`src/rtl/ledger_pkg.sv`:
```
// Purpose: shared record geometry, state encoding and byte-slice helpers for the ledger memory port.
// Latency: n/a (types, constants and pure functions only).
// Backpressure: n/a.
package ledger_pkg;

    localparam int RECORD_BYTES = 6;
    localparam int BYTE_W       = 8;
    localparam int REC_W        = RECORD_BYTES * BYTE_W;
    localparam int SEQ_W        = 3;

    // Field positions within a record; byte i lives at BASE_ADDR+i.
    localparam int P1_PRIV = 0;
    localparam int P1_PUB  = 1;
    localparam int P1_AMT  = 2;
    localparam int P2_PRIV = 3;
    localparam int P2_PUB  = 4;
    localparam int P2_AMT  = 5;

    localparam logic [SEQ_W-1:0] LAST_IDX = SEQ_W'(P2_AMT);

    localparam logic [2:0] ENC_IDLE       = 3'd0;
    localparam logic [2:0] ENC_LOAD       = 3'd1;
    localparam logic [2:0] ENC_LOAD_DRAIN = 3'd2;
    localparam logic [2:0] ENC_STORE      = 3'd3;
    localparam logic [2:0] ENC_FINISH     = 3'd4;

    typedef enum logic [2:0] {
        S_IDLE       = ENC_IDLE,
        S_LOAD       = ENC_LOAD,
        S_LOAD_DRAIN = ENC_LOAD_DRAIN,
        S_STORE      = ENC_STORE,
        S_FINISH     = ENC_FINISH
    } state_t;

    // Byte i occupies [47-8i : 40-8i], so byte 0 is the most significant.
    function automatic logic [BYTE_W-1:0] rec_byte(input logic [REC_W-1:0] rec,
                                                   input logic [SEQ_W-1:0] idx);
        rec_byte = rec[(REC_W - 1) - BYTE_W * int'(idx) -: BYTE_W];
    endfunction

    function automatic logic [REC_W-1:0] rec_set_byte(input logic [REC_W-1:0]  rec,
                                                      input logic [SEQ_W-1:0]  idx,
                                                      input logic [BYTE_W-1:0] b);
        rec_set_byte = rec;
        rec_set_byte[(REC_W - 1) - BYTE_W * int'(idx) -: BYTE_W] = b;
    endfunction

endpackage

```
`src/rtl/ledger_byte_seq.sv`:
```
// Purpose: 3-bit record byte index; clear restarts at 0, step advances and holds at the last byte.
// Latency: index updates one edge after step; last is combinational from the index.
// Backpressure: none; the owner decides when to step.
// Ports: clock/resetn, clear (restart), step (advance), idx (current byte), last (idx is final byte).
module ledger_byte_seq
    import ledger_pkg::*;
(
    input  logic             clock,
    input  logic             resetn,
    input  logic             clear,
    input  logic             step,
    output logic [SEQ_W-1:0] idx,
    output logic             last
);

    assign last = (idx == LAST_IDX);

    always_ff @(posedge clock or negedge resetn) begin
        if (!resetn) begin
            idx <= '0;
        end else if (clear) begin
            idx <= '0;
        end else if (step && !last) begin
            idx <= idx + SEQ_W'(1);
        end
    end

endmodule

```
`src/rtl/ledger_mem_port.sv`:
```
// Purpose: fetch / write back a 6-byte ledger record over a byte-wide synchronous RAM.
// Latency: load done at A+6+READ_LATENCY, store done at A+6 (A = acceptance edge).
// Backpressure: none; start requests seen while busy are dropped, not queued.
// Ports: clock/resetn; start_load/start_store/store_data from control; mem_* to the RAM;
//        memory_values (last fetched record), busy, done (one-cycle completion pulse).
module ledger_mem_port
    import ledger_pkg::*;
#(
    parameter int BASE_ADDR    = 0,
    parameter int ADDR_W       = 3,
    parameter int READ_LATENCY = 1
) (
    input  logic              clock,
    input  logic              resetn,
    input  logic              start_load,
    input  logic              start_store,
    input  logic [REC_W-1:0]  store_data,
    output logic [ADDR_W-1:0] mem_addr,
    output logic [BYTE_W-1:0] mem_wdata,
    output logic              mem_we,
    input  logic [BYTE_W-1:0] mem_rdata,
    output logic [REC_W-1:0]  memory_values,
    output logic              busy,
    output logic              done
);

    if (READ_LATENCY < 1 || READ_LATENCY > 2) begin : g_bad_latency
        $error("ledger_mem_port: READ_LATENCY must be 1 or 2");
    end
    if (BASE_ADDR + RECORD_BYTES > (1 << ADDR_W)) begin : g_bad_base
        $error("ledger_mem_port: record does not fit in the address space");
    end

    state_t            state, state_nxt;
    logic [REC_W-1:0]  wr_shadow, wr_shadow_nxt;
    logic [REC_W-1:0]  rd_shadow, rd_shadow_nxt;
    logic [ADDR_W-1:0] addr_nxt;
    logic [BYTE_W-1:0] wdata_nxt;
    logic              we_nxt;
    logic [SEQ_W-1:0]  iss_idx, cap_idx;
    logic              iss_last, cap_last;
    logic              seq_clear, iss_step, cap_en;

    function automatic logic [ADDR_W-1:0] addr_of(input logic [SEQ_W-1:0] idx);
        addr_of = ADDR_W'(BASE_ADDR + int'(idx));
    endfunction

    // Both sequencers rest at 0 in IDLE so every operation starts from byte 0.
    assign seq_clear = (state == S_IDLE);
    assign iss_step  = (state == S_LOAD) || (state == S_STORE);

    ledger_byte_seq u_iss_seq (
        .clock  (clock),
        .resetn (resetn),
        .clear  (seq_clear),
        .step   (iss_step),
        .idx    (iss_idx),
        .last   (iss_last)
    );

    ledger_byte_seq u_cap_seq (
        .clock  (clock),
        .resetn (resetn),
        .clear  (seq_clear),
        .step   (cap_en),
        .idx    (cap_idx),
        .last   (cap_last)
    );

    // Every LOAD cycle issues one read; delaying that flag by the RAM latency
    // marks the cycle its byte is present on mem_rdata.
    if (READ_LATENCY == 2) begin : g_rl2
        logic [1:0] rd_pipe;
        always_ff @(posedge clock or negedge resetn) begin
            if (!resetn) rd_pipe <= '0;
            else         rd_pipe <= {rd_pipe[0], (state == S_LOAD)};
        end
        assign cap_en = rd_pipe[1];
    end else begin : g_rl1
        logic rd_pipe;
        always_ff @(posedge clock or negedge resetn) begin
            if (!resetn) rd_pipe <= 1'b0;
            else         rd_pipe <= (state == S_LOAD);
        end
        assign cap_en = rd_pipe;
    end

    always_comb begin
        state_nxt     = state;
        addr_nxt      = addr_of('0);
        wdata_nxt     = '0;
        we_nxt        = 1'b0;
        wr_shadow_nxt = wr_shadow;
        rd_shadow_nxt = cap_en ? rec_set_byte(rd_shadow, cap_idx, mem_rdata) : rd_shadow;
        case (state)
            S_IDLE: begin
                if (start_store) begin
                    // Byte 0 goes out straight from the input so the first write
                    // lands in the cycle right after acceptance.
                    state_nxt     = S_STORE;
                    wr_shadow_nxt = store_data;
                    we_nxt        = 1'b1;
                    wdata_nxt     = rec_byte(store_data, '0);
                end else if (start_load) begin
                    state_nxt = S_LOAD;
                end
            end
            S_LOAD: begin
                if (iss_last) state_nxt = S_LOAD_DRAIN;
                else          addr_nxt  = addr_of(iss_idx + SEQ_W'(1));
            end
            S_LOAD_DRAIN: begin
                if (cap_en && cap_last) state_nxt = S_FINISH;
            end
            S_STORE: begin
                if (iss_last) begin
                    state_nxt = S_FINISH;
                end else begin
                    addr_nxt  = addr_of(iss_idx + SEQ_W'(1));
                    we_nxt    = 1'b1;
                    wdata_nxt = rec_byte(wr_shadow, iss_idx + SEQ_W'(1));
                end
            end
            S_FINISH: state_nxt = S_IDLE;
            default:  state_nxt = S_IDLE;
        endcase
    end

    always_ff @(posedge clock or negedge resetn) begin
        if (!resetn) state <= S_IDLE;
        else         state <= state_nxt;
    end

    always_ff @(posedge clock or negedge resetn) begin
        if (!resetn) begin
            mem_addr      <= addr_of('0);
            mem_wdata     <= '0;
            mem_we        <= 1'b0;
            memory_values <= '0;
            busy          <= 1'b0;
            done          <= 1'b0;
            wr_shadow     <= '0;
            rd_shadow     <= '0;
        end else begin
            mem_addr  <= addr_nxt;
            mem_wdata <= wdata_nxt;
            mem_we    <= we_nxt;
            busy      <= (state_nxt != S_IDLE);
            done      <= (state_nxt == S_FINISH);
            wr_shadow <= wr_shadow_nxt;
            rd_shadow <= rd_shadow_nxt;
            // Publish the whole record at once, including the byte captured on this edge.
            if (state == S_LOAD_DRAIN && state_nxt == S_FINISH) begin
                memory_values <= rd_shadow_nxt;
            end
        end
    end

endmodule

```
`config.mk`:
```
export PLATFORM = sky130hd
export DESIGN_NAME = ledger_mem_port
export DESIGN_NICKNAME = d
export VERILOG_FILES = /design/src/rtl/ledger_pkg.sv /design/src/rtl/ledger_byte_seq.sv /design/src/rtl/ledger_mem_port.sv
export SDC_FILE = /design/constraint.sdc
export NUM_CORES = 1
export LEC_CHECK = 0
export CAP_MARGIN = 20
export CORE_UTILIZATION = 30
export CTS_BUF_LIST = sky130_fd_sc_hd__clkbuf_4
export DETAILED_ROUTE_END_ITERATION = 8
export HOLD_SLACK_MARGIN = 0.06
export PLACE_DENSITY_LB_ADDON = 0.25
export SLEW_MARGIN = 10
export SYNTH_ARGS = -nofsm -noshare
export SYNTH_HDL_FRONTEND = slang
export SYNTH_SLANG_ARGS = --single-unit
export TNS_END_PERCENT = 1
```
`constraint.sdc`:
```
create_clock -name clock -period 2.2 [get_ports clock]
set_clock_uncertainty 0.05 [all_clocks]
set_input_delay 0.44 -clock clock [delete_from_list [all_inputs] [get_ports clock]]
set_output_delay 0.44 -clock clock [all_outputs]
set_load 0.005 [all_outputs]
```
==> impl_metrics.csv, run 1 <==
group,metric,value,unit
setup_path,cp_top_family,"adder cells",
setup_path,rr_worst_depth,7,
clocking,postCtsSetupBuffers,0,
place,postPlaceCellArea,8900,um^2
timing,setup_viol,0,
yosys,ys_ff_latch,168,
cells_and_area,design_area,9230,um^2
clocking,cts_tree,"yes",
min_path,hold_path.class,"input port to asynchronous set/reset pin",
setup_path,regToRegStartpoint,"u_iss_seq.idx[0]$_DFFE_PN0P_",
drt,drt-total-wl,18.1,mm
clocking,cts_root_buf,"clkbuf_4",
cells_and_area,mostFrequentLayoutCell,"dfrtp_1",
setup_path,slowest_delay,460,ps
clocking,cts.reportedPaths.clkPinSlew,180,ps
floorplanning,dieWidth,156,um
place,routabilityCongestion,0.745,
pwr,powerDensity,1280,nW/um^2
timing,hold_viol,0,
drt,drt-pass1-iter-count,5,
timing,setup_tns,0,ps
floorplanning,io_pins,122,
grt,antenna_found_initial,2,
timing,period_minus_slack,2030,ps
drt,drtIter0Drc,231,
floorplanning,start_util,0.305,
timing,relSlewSlack,0.590,
timing,slew_viol_final,0,
grt,grt_pass1_wl,29.1,mm
grt,grt_use_total,0.155,
floorplanning,dieArea,24500,um^2
timing,max_freq,0.494,GHz
timing,worst_pin_slew,606,ps
setup_path,crit_path_start_kind,"flop",
grt,grt_max_degree,54,
floorplanning,core_area,23500,um^2
yosys,syn_avg_cell_area,10.5,um^2
clocking,ctsHtreeMaxLevel,4,
setup_path,r2r_slack,170,ps
setup_path,critPathBufInv,1,
setup_path,path_common_cell,"ha_1",
drt,antenna_left,0,
grt,grt_overflow_total,0,
pwr,vdd_ir_drop_max,0.598,mV
yosys,synthCells,683,
yosys,yosys_warnings,0,
floorplanning,rows,56,
clocking,cts_buffer_depth,2,
yosys,synth_nets,750,
place,place_hpwl,12.2,mm
floorplanning,fp.dieH,156,um
drt,viasPerCell,4.67,
setup_path,arrival,2440,ps
yosys,ys_types,40,
setup_path,cp_slowest_cell,"dfrtp_1",
yosys,synth_area,7160,um^2
timing,grt_setup_unrepaired,"false",
drt,route.detailed.drc,0,
timing,timing.final.crit_share,0.921,
yosys,synthFlopType,"dfrtp_1",
drt,vias,5353,
cells_and_area,final_cell_mix,"dfrtp_1, nand2_1, clkdlybuf4s50_1, o21ai_0, inv_1",
status,outcome,"complete, no violations",
setup_path,worst_setup_path_end_kind,"flop",
flow_run,maxCapViolCount,0,
grt,grt_pass1_vias,5288,
setup_path,worstPathCellList,"ha_1 -> xor2_1 -> ha_1 -> buf_12 -> mux4_2 -> a22oi_1 -> o21ai_1",
cells_and_area,area_delta_synth_final,29.0,%
cells_and_area,fin_nets,880,
setup_path,critPathKind,"flop to flop",
drt,wl_per_cell,15.8,um
setup_path,path_max_fanout,8,
clocking,cts_made_buffers,17,
setup_path,required,2610,ps
yosys,async_reset_ff_frac,1.00,
clocking,clock-sinks,168,
place,io_buffers,121,
yosys,seq_area_frac_synth,0.587,
setup_path,worst-path-stages,7,
cells_and_area,layout-drive-gt1-share,0.117,
setup_path,r2r-end,"mem_wdata[1]$_DFF_PN0_",
clocking,insertion_delay,590,ps
yosys,synth_edf_count,0,
pwr,p_leak,4.35,nW
==> worst max-delay path by stage <==
stage                                   from                            end
6_report        u_iss_seq.idx[0]$_DFFE_PN0P_         mem_wdata[1]$_DFF_PN0_
5_1_grt         u_cap_seq.idx[2]$_DFFE_PN0P_  memory_values[37]$_DFFE_PN0P_
4_1_cts        memory_values[27]$_DFFE_PN0P_              memory_values[27]
3_5_place_dp    u_iss_seq.idx[0]$_DFFE_PN0P_         mem_wdata[2]$_DFF_PN0_
3_3_place_gp    u_iss_seq.idx[0]$_DFFE_PN0P_         mem_wdata[7]$_DFF_PN0_
2_1_floorplan   u_iss_seq.idx[0]$_DFFE_PN0P_         mem_wdata[0]$_DFF_PN0_
==> worst reg2reg max path: stages (launching register included) <==
cell,delay [ps]
dfrtp_1,460
ha_1,240
xor2_1,160
ha_1,340
buf_12,140
mux4_2,310
a22oi_1,150
o21ai_1,80
==> kinds of logic (layout without fill, tap and decap cells) <==
| family | count (synthesis) | after routing | synth area share |
|---|---|---|---|
| flops | 168 | 168 | 0.587 |
| fa+ha+maj | 7 | 7 | 0.0122 |
| xor+xnor | 2 | 2 | 0.00245 |
| mux | 51 | 51 | 0.0869 |
| other cells | 0 | 2 | 0 |
| buf+inv | 88 | 231 | 0.0547 |
| compound gates | 140 | 140 | 0.105 |
| simple gates | 227 | 227 | 0.152 |
==> cell type report <==
| type | instances | area, um^2 |
|---|---|---|
| fillers | 2354 | 14200 |
| flip-flops and latches | 168 | 4200 |
| multi-input cells | 427 | 2580 |
| repair buffers | 161 | 1590 |
| well taps | 319 | 399 |
| clock inverters | 15 | 183 |
| inverters | 38 | 143 |
| clock buffers | 17 | 128 |
| diodes | 2 | 5.00 |
==> power by group <==
group / internal [mW] / switching [mW]
Sequential: 4.35 / 0.654
Combinational: 2.46 / 2.47
Clock: 0.538 / 1.30
Total: 7.35 / 4.42
==> layer usage <==
| layer | GRT usage | vias to the layer above | routed length (um) |
|---|---|---|---|
| li1 | - | 2574 | - |
| met1 | 0.221 | 2671 | 8720 |
| met2 | 0.235 | 96 | 8500 |
| met3 | 0.0280 | 12 | 658 |
| met4 | 0.0546 | 0 | 199 |
| met5 | 0 | - | 0 |
==> what timing repair did <==
action | CTS | global route
endpoints found under the setup margin | 1 | 1
gates resized for setup | 1 | 1
hold buffers | 1 | 0
endpoints found under the hold margin | 93 | 0
==> Yosys cell counts, types with 3 or more instances <==
| cell | n | area, um^2 |
|---|---|---|
| nor2b_1 | 3 | 18.8 |
| a22oi_1 | 8 | 60.1 |
| nand4b_1 | 3 | 26.3 |
| o21ai_0 | 83 | 415 |
| nor2_1 | 4 | 15.0 |
| buf_6 | 4 | 45.0 |
| a31oi_1 | 16 | 100 |
| a21oi_1 | 22 | 110 |
| nor4b_1 | 8 | 70.1 |
| nand2b_1 | 3 | 18.8 |
| mux4_2 | 8 | 180 |
| o21ai_1 | 8 | 40.0 |
| and4b_1 | 3 | 30.0 |
| mux2i_1 | 34 | 340 |
| nand2_1 | 162 | 608 |
| mux2_2 | 9 | 101 |
| or3_1 | 3 | 18.8 |
| buf_2 | 22 | 110 |
| dfrtp_1 | 168 | 4200 |
| inv_1 | 38 | 143 |
| nor4bb_1 | 8 | 80.1 |
| nand3_1 | 18 | 90.1 |
| ha_1 | 7 | 87.6 |
| clkbuf_1 | 21 | 78.8 |
==> state kept, by name, summed over array words and instances, names as in the netlist <==
register and count:
mem_wdata 8, rd_shadow 48, mem_addr 3, state 3, memory_values 48, u_iss_seq.idx 3, cap_en 1, mem_we 1
busy 1, u_cap_seq.idx 3, done 1, wr_shadow 48
==> per-stage QoR <==
| step | setup WS [ps] | util | total power, mW | instances | hold slack (ps) |
|---|---|---|---|---|---|
| 2_1_floorplan | 55.0 | - | 7.90 | 683 | 94.4 |
| 3_3_place_gp | 104 | 0.379 | 9.96 | 1112 | 340 |
| 3_5_place_dp | 53.6 | 0.379 | 10.0 | 1112 | 339 |
| 4_1_cts | 146 | 0.393 | 11.9 | 1145 | 222 |
| 5_1_grt | 13.8 | 0.393 | 12.7 | 1147 | 237 |
| 6_report | 175 | 0.393 | 11.8 | 1147 | 249 |
Note: power is estimated with default switching activity, not from simulation.
==> run 2: changes to the inputs <==
--- a/config.mk
+++ b/config.mk
@@ -5,6 +5,8 @@
 export SDC_FILE = /design/constraint.sdc
 export NUM_CORES = 1
 export LEC_CHECK = 0
+export ABC_AREA = 1
+export ABC_CLOCK_PERIOD_IN_PS = 2200
 export CAP_MARGIN = 20
 export CORE_UTILIZATION = 30
 export CTS_BUF_LIST = sky130_fd_sc_hd__clkbuf_4
==> run 2 against run 1 <==
Compared with the run above:
- sequential cell count unchanged
- design area fell by 2.1%
- critical path depth is 6 lower
- highest routed layer unchanged
- first-iteration DRC count up 19%
- via count grew 4.1%
- sequential power barely moved
- area after synthesis shrank 1.2%
- final cell count rose by 14%
==> impl_metrics.csv, run 2 <==
group,metric,value,unit
pwr,p_sw,4.84,mW
yosys,synth_top_area_share,0.594,
clocking,insertion_delay,540,ps
yosys,syn_avg_cell_area,8.33,um^2
yosys,synth_area_leaders,"dfrtp_1, nand2_1, inv_1",
yosys,yosys_warnings,0,
setup_path,cp_top_family,"buffers and inverters",
cells_and_area,final_cell_mix,"nand2_1, dfrtp_1, clkdlybuf4s50_1, inv_1, o21ai_0",
setup_path,rr_worst_depth,12,
floorplanning,rows,55,
yosys,synthSimpleGateAreaFrac,0.248,
min_path,hold_path.class,"input port to asynchronous set/reset pin",
yosys,synth_common_cells,"nand2_1, dfrtp_1, inv_1",
cells_and_area,fin_nets,1046,
floorplanning,start_util,0.309,
timing,timing.final.crit_share,0.904,
pwr,p_seq_frac,0.407,
yosys,synthCells,849,
setup_path,worstPathCellList,"clkdlybuf4s50_1",
grt,grt_max_degree,81,
drt,antenna_left,0,
timing,hold_viol,0,
setup_path,crit_path_start,"mem_wdata[2]$_DFF_PN0_",
yosys,yosys.area_share.adder,0.0124,
drt,vias,5573,
timing,max_freq,0.503,GHz
timing,slew_viol_final,0,
timing,setup_viol,0,
cells_and_area,mostFrequentLayoutCell,"nand2_1",
yosys,ys_types,25,
floorplanning,dieWidth,156,um
yosys,seq_area_frac_synth,0.594,
grt,grt_overflow_total,0,
setup_path,crit_path_start_kind,"flop",
place,place_hpwl,12.3,mm
setup_path,cp_slowest_cell,"clkdlybuf4s50_1",
status,outcome,"complete, no violations",
clocking,cts.reportedPaths.clkPinSlew,160,ps
cells_and_area,layout-drive-gt1-share,0.0726,
cells_and_area,antenna_cells,0,
grt,grt_use_total,0.151,
setup_path,required,1710,ps
place,dp_slack,247,ps
yosys,yosys.area_share.xor_xnor,0.00124,
drt,wl_per_cell,13.2,um
yosys,synth_edf_count,0,
setup_path,worst-path-stages,1,
clocking,clock-sinks,168,
setup_path,slowest_delay,530,ps
pwr,vdd_ir_drop_max,0.476,mV
clocking,cts_buffer_depth,2,
pwr,powerDensity,1360,nW/um^2
setup_path,regToRegStartpoint,"u_iss_seq.idx[0]$_DFFE_PN0P_",
clocking,cts_root_buf,"clkbuf_4",
yosys,synth_top_family_by_area,"simple AND/OR/NAND/NOR gates",
yosys,async_reset_ff_frac,1.00,
flow_run,maxCapViolCount,0,
yosys,yosysMostFrequentCell,"nand2_1",
timing,fin_hold_ws,324,ps
grt,antenna_found_initial,0,
grt,grt_pass1_vias,5512,
timing,layout_setup_ws,212,ps
timing,worst_pin_slew,466,ps
yosys,synthFlopType,"dfrtp_1",
clocking,cts_tree,"yes",
setup_path,r2r_slack,240,ps
grt,grt_pass1_wl,28.4,mm
yosys,ys_ff_latch,168,
setup_path,worst_setup_path_end_kind,"output port",
timing,relSlewSlack,0.688,
setup_path,critPathBufInv,1,
place,routabilityCongestion,0.835,
yosys,synth_area,7080,um^2
setup_path,arrival,1500,ps
timing,grt_setup_unrepaired,"false",
setup_path,path_max_fanout,1,
pwr,p_leak,4.57,nW
place,io_buffers,121,
cells_and_area,area_delta_synth_final,27.7,%
drt,route.detailed.drc,0,
drt,viasPerCell,4.27,
pwr,combinationalPowerShare,0.448,
floorplanning,fp.dieH,156,um
cells_and_area,top_regs,"memory_values (48), rd_shadow (48), wr_shadow (48)",
floorplanning,io_pins,122,
drt,drtIter0Drc,274,
pwr,clockPowerShare,0.145,
drt,drt-pass1-iter-count,4,
clocking,cts_made_buffers,17,
clocking,ctsHtreeMaxLevel,4,
pwr,p_int,7.46,mW
setup_path,critPathKind,"flop to output port",
yosys,synth_nets,916,
timing,setup_tns,0,ps
floorplanning,core_area,22900,um^2
pwr,switching_share,0.393,
yosys,synth_compound_area_frac,0.0698,
yosys,muxShareOfSynthArea,0,
drt,drt-total-wl,17.3,mm
yosys,netlist.top_cell.by_area,"dfrtp_1",
floorplanning,dieArea,24200,um^2
timing,period_minus_slack,1990,ps
cells_and_area,fillers,2352,
==> run 2: cell count changes after synthesis, sizes merged, moves of 8 or more <==
cell	delta
a21oi	-21
a22oi	-8
a31oi	-16
buf	-14
inv	+60
mux2	-9
mux2i	-34
mux4	-8
nand2	+234
nor2	+11
nor4b	-9
nor4bb	-8
o211ai	+8
o21ai	-8
==> run 2: path summary, 6_finish.rpt <==
path / endpoint
hold reg to reg: wr_shadow[23]$_DFFE_PN0P_
setup reg to reg: mem_wdata[7]$_DFF_PN0_
min in group clock: wr_shadow[22]$_DFFE_PN0P_
setup / recovery: mem_wdata[2]
max in group asynchronous: wr_shadow[35]$_DFFE_PN0P_
hold / removal: memory_values[28]$_DFFE_PN0P_
==> run 2: area by class of cell <==
class	instances	area [um^2]	share of cell area
tap	313	392	0.0433
multi-input combinational	549	2360	0.261
clock buffer	18	135	0.0150
clock inverter	14	140	0.0155
sequential	168	4200	0.465
timing repair buffer	143	1430	0.158
inverter	100	375	0.0415
==> run 2: metrics by stage <==
step                      cell area [um^2]  utilization  std cells  total power [mW]
after floorplan                       7080            -        849              8.25
after global placement                8740        0.382       1272              10.6
after detailed placement              8740        0.382       1272              10.6
after CTS                             9030        0.394       1305              12.4
after global routing                  9030        0.394       1305              13.5
final                                 9030        0.394       1305              12.3
==> run 2: timing repair <==
item / 4_1_cts / 5_1_grt
buffers inserted: 0 / 0
gates resized for setup: 0 / 1
setup endpoints to repair: 0 / 1
hold buffers: 1 / 0
hold endpoints to repair: 43 / 0
==> run 2: kinds of logic after synthesis <==
logic type / after synthesis
xor+xnor: 1
buf+inv: 132
simple gates: 447
fa+ha+maj: 7
flops: 168
compound gates: 94
==> run 2: power groups by stage <==
stage / clock network, mW / logic, mW / registers [mW]
finish: 1.78 / 5.51 / 5.01
global placement: 0 / 5.48 / 5.09
global route: 1.98 / 6.33 / 5.17
detailed placement: 0 / 5.54 / 5.09
floorplan: 0 / 3.25 / 5.00
CTS: 1.84 / 5.57 / 5.02
==> run 2: per-layer routing <==
| metal | vias to the layer above | track usage | wire, um |
|---|---|---|---|
| met2 | 135 | 0.244 | 8020 |
| met4 | 0 | 0.0294 | 114 |
| met5 | - | 0 | 0 |
| li1 | 2848 | - | - |
| met1 | 2581 | 0.204 | 8230 |
| met3 | 9 | 0.0411 | 914 |
